--- src/rtl/subtractor_defs.sv ---
// Shared definitions for the bit-serial subtractor: FSM state encoding and default width.
package subtractor_defs;

  localparam int DEFAULT_WIDTH = 8;

  typedef enum logic [1:0] {
    ST_IDLE = 2'd0,
    ST_RUN  = 2'd1,
    ST_DONE = 2'd2
  } state_t;

endpackage

--- src/rtl/fullsubtractor.sv ---
// One-bit full subtractor (a - b - bin) built from two cascaded half subtractors.
module fullsubtractor (
  input  logic a,
  input  logic b,
  input  logic bin,
  output logic d,
  output logic bout
);

  logic d_ab;
  logic bo_ab;
  logic bo_bin;

  halfsubtractor u_hs_ab (
    .x  (a),
    .y  (b),
    .d  (d_ab),
    .bo (bo_ab)
  );

  // Second stage removes the incoming borrow from the partial difference.
  halfsubtractor u_hs_bin (
    .x  (d_ab),
    .y  (bin),
    .d  (d),
    .bo (bo_bin)
  );

  assign bout = bo_ab | bo_bin;

endmodule

--- src/rtl/halfsubtractor.sv ---
// One-bit half subtractor: difference x ^ y, borrow when x is 0 and y is 1.
module halfsubtractor (
  input  logic x,
  input  logic y,
  output logic d,
  output logic bo
);

  assign d  = x ^ y;
  assign bo = ~x & y;

endmodule

--- src/rtl/serial_subtractor.sv ---
// Bit-serial unsigned subtractor: processes one bit per clock, LSB first,
// and pulses done for one cycle once all WIDTH bits have been consumed.
module serial_subtractor
  import subtractor_defs::*;
#(
  parameter int WIDTH = DEFAULT_WIDTH
) (
  input  logic             clk,
  input  logic             rst_n,
  input  logic             start,
  input  logic [WIDTH-1:0] a,
  input  logic [WIDTH-1:0] b,
  output logic             busy,
  output logic             done,
  output logic [WIDTH-1:0] diff,
  output logic             borrow_out
);

  localparam int            CW   = $clog2(WIDTH + 1);
  localparam logic [CW-1:0] LAST = CW'(WIDTH - 1);

  state_t           state;
  logic [WIDTH-1:0] a_sr;
  logic [WIDTH-1:0] b_sr;
  logic [WIDTH-1:0] diff_sr;
  logic             borrow_q;
  logic [CW-1:0]    bit_cnt;
  logic             busy_q;
  logic             done_q;
  logic             d_bit;
  logic             bout_bit;

  fullsubtractor u_fs (
    .a    (a_sr[0]),
    .b    (b_sr[0]),
    .bin  (borrow_q),
    .d    (d_bit),
    .bout (bout_bit)
  );

  // NOTE: every register here is assigned with <= so all of them update from
  // the same pre-edge values; blocking assignments would let the operand shift
  // feed into the full subtractor within the same edge.
  always_ff @(posedge clk or negedge rst_n) begin
    if (!rst_n) begin
      state    <= ST_IDLE;
      a_sr     <= '0;
      b_sr     <= '0;
      diff_sr  <= '0;
      borrow_q <= 1'b0;
      bit_cnt  <= '0;
      busy_q   <= 1'b0;
      done_q   <= 1'b0;
    end else begin
      case (state)
        ST_IDLE: begin
          if (start) begin
            a_sr     <= a;
            b_sr     <= b;
            borrow_q <= 1'b0;
            bit_cnt  <= '0;
            busy_q   <= 1'b1;
            state    <= ST_RUN;
          end
        end
        ST_RUN: begin
          // Difference bits enter at the MSB so after WIDTH shifts bit 0 sits at the LSB.
          diff_sr  <= (diff_sr >> 1) | (WIDTH'(d_bit) << (WIDTH - 1));
          a_sr     <= a_sr >> 1;
          b_sr     <= b_sr >> 1;
          borrow_q <= bout_bit;
          bit_cnt  <= bit_cnt + CW'(1);
          if (bit_cnt == LAST) begin
            done_q <= 1'b1;
            state  <= ST_DONE;
          end
        end
        ST_DONE: begin
          done_q <= 1'b0;
          busy_q <= 1'b0;
          state  <= ST_IDLE;
        end
        default: begin
          done_q <= 1'b0;
          busy_q <= 1'b0;
          state  <= ST_IDLE;
        end
      endcase
    end
  end

  assign busy       = busy_q;
  assign done       = done_q;
  assign diff       = diff_sr;
  assign borrow_out = borrow_q;

endmodule

--- config.mk ---
export PLATFORM = sky130hd
export DESIGN_NAME = serial_subtractor
export DESIGN_NICKNAME = d
export VERILOG_FILES = /design/src/rtl/subtractor_defs.sv /design/src/rtl/fullsubtractor.sv /design/src/rtl/halfsubtractor.sv /design/src/rtl/serial_subtractor.sv
export SDC_FILE = /design/constraint.sdc
export NUM_CORES = 1
export LEC_CHECK = 0
export CORE_ASPECT_RATIO = 1.4
export CORE_MARGIN = 3
export CORE_UTILIZATION = 50
export DETAILED_ROUTE_END_ITERATION = 7
export PLACE_DENSITY = 0.78
export SLEW_MARGIN = 0
export SYNTH_ARGS = -nofsm -noshare
export SYNTH_HDL_FRONTEND = slang
export SYNTH_SLANG_ARGS = --single-unit
--- constraint.sdc ---
create_clock -name clk -period 1.4 [get_ports clk]
set_clock_uncertainty 0.1 [all_clocks]
set_input_delay 0.14 -clock clk [delete_from_list [all_inputs] [get_ports clk]]
set_output_delay 0.14 -clock clk [all_outputs]
set_load 0.01 [all_outputs]
; Word-level counts from Yosys, hierarchy flattened
; Index checks and enable logic that the tools add are counted.
[word_totals]
wordCells = 44
output_inout_bits = 11
ff_bits = 33
inputBits = 19
[op_classes]
reduce_logical = 6
mux = 15
eq_ne = 4
n_bitwise = 10
addsub = 1
[op_table]
columns = cell, count
row1 = case mux 8 bit (2 select lines), 2
row2 = 2-to-1 mux 8 bit, 2
row3 = bitwise OR 7 x 8 -> 8 bit, 1
row4 = case mux 4 bit (2 select lines), 1
row5 = AND reduction 2 bit, 4
row6 = case mux 1 bit (2 select lines), 3
row7 = adder 4 x 1 -> 4 bit (second input constant), 1
row8 = equality test 4 x 3 -> 1 bit (second input constant), 1
row9 = 2-to-1 mux 2 bit, 2
row10 = 2-to-1 mux 4 bit, 1
row11 = inequality test 2 bit (second input constant), 2
row12 = NOT 1 bit, 4
row13 = case mux 2 bit (2 select lines), 1
row14 = 2-to-1 mux 1 bit, 3
row15 = bitwise AND 1 bit, 2
row16 = equality test 2 x 1 -> 1 bit (second input constant), 1
row17 = logical NOT 2 bit, 1
row18 = nonzero test 2 bit, 1
row19 = XOR 1 bit, 2
row20 = bitwise OR 1 bit, 1

; Depth between registers and ports, before layout
; Gate-level depths: netlist of run 1.
[depth]
depth_word = 5
depth_mapped = 5
ltp_nobuf = 4

; Cells and area by module
; Synthesis of run 1 repeated with hierarchy kept, for this count alone.
[hier_totals]
hier_cells = 128
area_unflattened_um2 = 1505.2
[by_module_without_submodules]
columns = mod, seq_area_each_um2, n_inst, cells_each, area_per_inst_um2
row1 = serial_subtractor, 825.8, 1, 121, 1458.9
row2 = halfsubtractor, 0.0, 2, 3, 20.0
row3 = fullsubtractor, 0.0, 1, 1, 6.3

; Worst setup path before layout of run 1
; Ideal clock, no wire load.
[synth_path]
kind = register -> register
from = register b_sr[0]
to = register borrow_q (netlist: borrow_out)
period_less_slack_ns = 1.210
path_buffers = 0
path_stages_with_launch = 3
arrival_time_ns = 0.989
setup_time_ns = 0.121
t_required_ns = 1.179
path_slack_ns = 0.190
cell_sequence = dfrtp_1 > fa_1 > a22o_1
[synth_via]
elab_chain_len = 5
word_cells_on_any_way = 6
classes_between = mux (1) / bitwise (5)
[synth_rtl]
columns = element, line
row1 = start: declaration, serial_subtractor.sv:24  ; logic [WIDTH-1:0] b_sr;
row2 = start signal: assignment, serial_subtractor.sv:70  ; b_sr <= b_sr >> 1;
row3 = XOR 1 bit, halfsubtractor.sv:9  ; assign d = x ^ y;
row4 = NOT 1 bit, halfsubtractor.sv:10  ; assign bo = ~x & y;
row5 = bitwise AND 1 bit, halfsubtractor.sv:10
row6 = bitwise OR 1 bit *, fullsubtractor.sv:29  ; assign bout = bo_ab | bo_bin;
row7 = case mux 1 bit (2 select lines) *, serial_subtractor.sv:55  ; case (state)
row8 = end signal: assignment, serial_subtractor.sv:71  ; borrow_q <= bout_bit;
row9 = end: declaration, serial_subtractor.sv:26  ; logic borrow_q;
; Every way passes the cells marked *; elsewhere a longest branch is shown, timed or not.
; A chain may end at the register's enable or synchronous reset.

; Worst setup path after layout of run 1
[layout_path]
from = register state[1]
to = register bit_cnt[3]
[layout_via]
elab_chain_len = 3
word_cells_on_any_way = 6
classes_between = eq/ne (2) / mux (1) / reduce/logical (3)
[layout_rtl]
columns = element, line
row1 = start: declaration, serial_subtractor.sv:22  ; state_t state;
row2 = start signal: assignment, serial_subtractor.sv:46  ; state <= ST_IDLE;
row3 = start signal: assignment, serial_subtractor.sv:63  ; state <= ST_RUN;
row4 = start signal: assignment, serial_subtractor.sv:75  ; state <= ST_DONE;
row5 = equality test 2 x 1 -> 1 bit or logical NOT 2 bit (tied branches), serial_subtractor.sv:55
row6 = nonzero test 2 bit (no source line) or inequality test 2 bit (tied branches), n/a
row7 = AND reduction 2 bit (no source line), n/a
row8 = end signal: assignment, serial_subtractor.sv:72  ; bit_cnt <= bit_cnt + CW'(1);
row9 = end: declaration, serial_subtractor.sv:27  ; logic [CW-1:0] bit_cnt;
; Several ways; a longest one is shown, not always the timed one.

==> key figures, run 1 <==
Power and ir drop
  – Net Switching: 1.526 mW
  – Part of the power in registers: 40.5%
  – Switching share of power: 37.62%
  – Clock share of power: 15.9%
  – Leakage power: 0.9233 nW
  – Logic pwr share: 43.6%
  – Pint: 2.531 mW
  – Total power draw: 4.057 mW
  – Worst VDD drop: 0.001376 V
  – Power per Cell Area: 2047 mW/mm^2

STA
  – TNS Setup: 0 ns
  – Final hold vios: 0
  – Setup Viol. Count Final: 0
  – Fin Hold WS: 0.1223 ns
  – Rel. slew slack: 75.49%
  – Fin worst setup slack: 0.03323 ns
  – F_max: 731.7 MHz
  – Fin. max-slew vios: 0
  – Final Cycle Share: 97.63%
  – Final min period: 1.367 ns
  – Slew @ Worst Pin: 0.3669 ns

Clock tree
  – Hold-fix buffers, CTS: 0
  – Total CTS buffers: 5
  – Reg clk slew, reported paths: 0.06 ns
  – Clock root cell: clkbuf_8
  – Longest Clk Path Bufs: 2
  – Worst-skew pair later-pin latency: 0.28 ns
  – CTS tree: yes
  – CTS H-Tree Depth: 2
  – Sink Count: 33

Synth
  – Syn. warnings: 0
  – Synth Instances: 150
  – Yosys reg bits: 33
  – Post-synthesis cell type count: 26
  – Post-synth net total: 171
  – XOR/XNOR Fraction of Synth Area: 0%
  – Synth Area in Compound Gates: 18.77%
  – Largest family of logic cells by synthesized area: compound AO/OA/AOI/OAI gates
  – Post-Synth Simple-Gate Area: 17.20%
  – Post-Synth Adder-Cell Area: 2.140%
  – Multiplexer share of the synthesized area: 0.6584%
  – Avg Inst Size Synth: 10.13 sq um
  – Proportion of synthesized chip area in sequential cells: 54.32%
  – Post-Synthesis Cell Area: 0.001520 sq mm

Detailed routing
  – Post-DRT Antenna Nets: 0
  – Wire per inst: 14.84 um
  – DRT Pass-1 Iters: 4
  – DR vias/cell: 5.491
  – DRT iter0 DRCs: 38
  – Total Routed Length: 3294 um
  – Residual DRC: 0
  – Vias: 1219

GRT
  – Initial antenna violation count: 0
  – Largest net degree at the start of global routing: 34
  – GRT Residual Overflow: 0
  – Number of global-route vias before repair: 1150
  – GRT Total Usage: 19.51%
  – First-pass GRT wire length: 5375 um

Status
  – Status: finished clean

Floorplanning
  – Io pins: 30
  – Die ar.: 0.003747 sq mm
  – Chip Width: 52.60 um
  – Core Area: 0.002878 sq mm
  – Placement Rows: 23
  – Initial Utilization: 52.83%
  – Die Y: 71.24 um

Layout
  – ANT cells: 0
  – Layout Utilization: 68.87%
  – Share of layout cells above drive strength 1: 12.43%
  – Filler Cell Count: 239
  – Nets: 207
  – Final Cell Area: 0.001982 sq mm
  – Fin cells: 222
  – Area delta synth->final: 30.37%

Place
  – Dpl cell area: 0.001844 sq mm
  – DPL Wire Length: 2141 um
  – Final Wtd Congestion: 0.7171
  – Port bufs: 29
  – Pre-CTS WS: -0.2521 ns
  – Dpl cells: 213

Setup path
  – Critical path launch point type: register
  – Data arrival time of the worst path: 1.48 ns
  – Worst path cell trace: buf_12, nand2b_1, or3_1, nand3_2
  – Slowest cell delay on critical path: 0.43 ns
  – Critical Path Sink Type: register
  – Slowest cell on the critical path: dfrtp_2
  – Critical Path RT: 1.52 ns
  – Critical path class: register to register
  – Worst-path maximum fanout: 11
  – CP Buf/Inv Count: 1
  – Family with the most delay on the worst path: simple AND/OR/NAND/NOR gates
  – Crit path from: state[1]$_DFFE_PN0P_
  – FF-to-FF Start: state[1]$_DFFE_PN0P_

Min path
  – Hold Crit Class: input pin to async pin

Flow run
  – Max Cap Viol: 0
## flip-flops by register name (all words and copies together) (netlist names)
name,count
a_sr,8
b_sr,8
bit_cnt,4
borrow_out,1
busy,1
diff,8
done,1
state,2
## power by group through the flow
stage	clock network (mW)	logic (mW)	registers [mW]
after floorplan	0	1.14	1.67
after global placement	0	1.68	1.62
after detailed placement	0	1.75	1.65
after CTS	0.664	1.67	1.63
after global routing	0.702	1.99	1.70
final	0.645	1.77	1.64
## cell families after synthesis
logic type               Yosys count
multiplexers                       1
buffers and inverters             13
AO/OA/AOI/OAI                     44
adder cells (fa/ha/maj)            2
AND/OR/NAND/NOR                   57
flip-flops                        33
## cell usage after synthesis
library cell,n,area (sq um)
nor2_1,6,22.52
buf_4,2,15.01
dfrtp_1,33,825.8
nand3_1,3,15.01
buf_6,6,67.56
buf_2,3,15.01
and2b_4,1,10.01
o21ai_1,17,85.08
nand2b_1,1,6.260
nand2_1,34,127.6
and4b_1,1,10.01
a32o_1,1,10.01
nor3_1,1,5.000
mux2i_1,1,10.01
a21oi_1,7,35.03
a2bb2oi_1,1,8.760
o21ai_0,1,5.000
a22oi_1,14,105.1
inv_1,2,7.510
o21bai_4,1,18.77
fa_1,1,20.02
a22o_1,2,17.52
or3_1,1,6.260
ha_1,1,12.51
and2b_1,2,15.01
nor2b_1,7,43.79
## path summary, 6_finish.rpt
path / to / slack, ns / depth (start not counted)
max: bit_cnt[3]$_DFFE_PN0P_ / 0.03 / 4
min: diff[1]$_DFFE_PN0P_ / 0.12 / 2
max reg2reg: bit_cnt[3]$_DFFE_PN0P_ / 0.03 / 4
min reg2reg: diff[0]$_DFFE_PN0P_ / 0.38 / 2
max in group asynchronous: state[1]$_DFFE_PN0P_ / 0.89 / 2
min in group clk: b_sr[5]$_DFFE_PN0P_ / 0.37 / 3
## layout by cell type, fill, tap and decap left out, types with 2 or more instances in the layout
cell and count:
buf_4 6, nor2b_1 5, nor2_1 6, o21ai_1 17, a21oi_1 7, a22o_1 2, clkbuf_8 5, dfrtp_1 32
buf_12 3, dlygate4sd2_1 11, nor2b_4 2, nand2_1 34, inv_1 2, clkdlybuf4s50_1 18, a22oi_1 14, nand3_1 2
and2b_1 2
## metal layers
layer | GRT usage (%) | vias up | wire [um]
met2 | 30.80 | 36 | 1626
met1 | 23.81 | 595 | 1388
met4 | 8.239 | 0 | 73
met5 | 0 | - | 0
li1 | - | 581 | -
met3 | 7.069 | 7 | 206
## final cells by class
type / count / area, sq um / share of cell area, %
well taps: 37 / 46.29 / 2.336
multi-input cells: 104 / 609.3 / 30.74
inverters: 2 / 7.507 / 0.3788
clock inverters: 1 / 5.005 / 0.2525
repair buffers: 40 / 417.9 / 21.09
flip-flops and latches: 33 / 827.0 / 41.73
clock buffers: 5 / 68.82 / 3.472
## repair_timing
action,4_1_cts,5_1_grt
buffers inserted,0,2
endpoints found under the setup margin,34,13
gates cloned,0,1
resized for setup,14,7
endpoints found under the hold margin,0,0
Power figures use the tool's default switching activity.
==> inputs of run 2 (changes only) <==
--- a/config.mk
+++ b/config.mk
@@ -9,8 +9,10 @@
 export CORE_MARGIN = 3
 export CORE_UTILIZATION = 50
 export DETAILED_ROUTE_END_ITERATION = 7
+export HOLD_SLACK_MARGIN = 0.1
 export PLACE_DENSITY = 0.78
 export SLEW_MARGIN = 0
 export SYNTH_ARGS = -nofsm -noshare
 export SYNTH_HDL_FRONTEND = slang
 export SYNTH_SLANG_ARGS = --single-unit
+export TNS_END_PERCENT = 20
==> results of run 2 <==
Same layout as run 1: the final DEF is identical, and so are final timing and power.
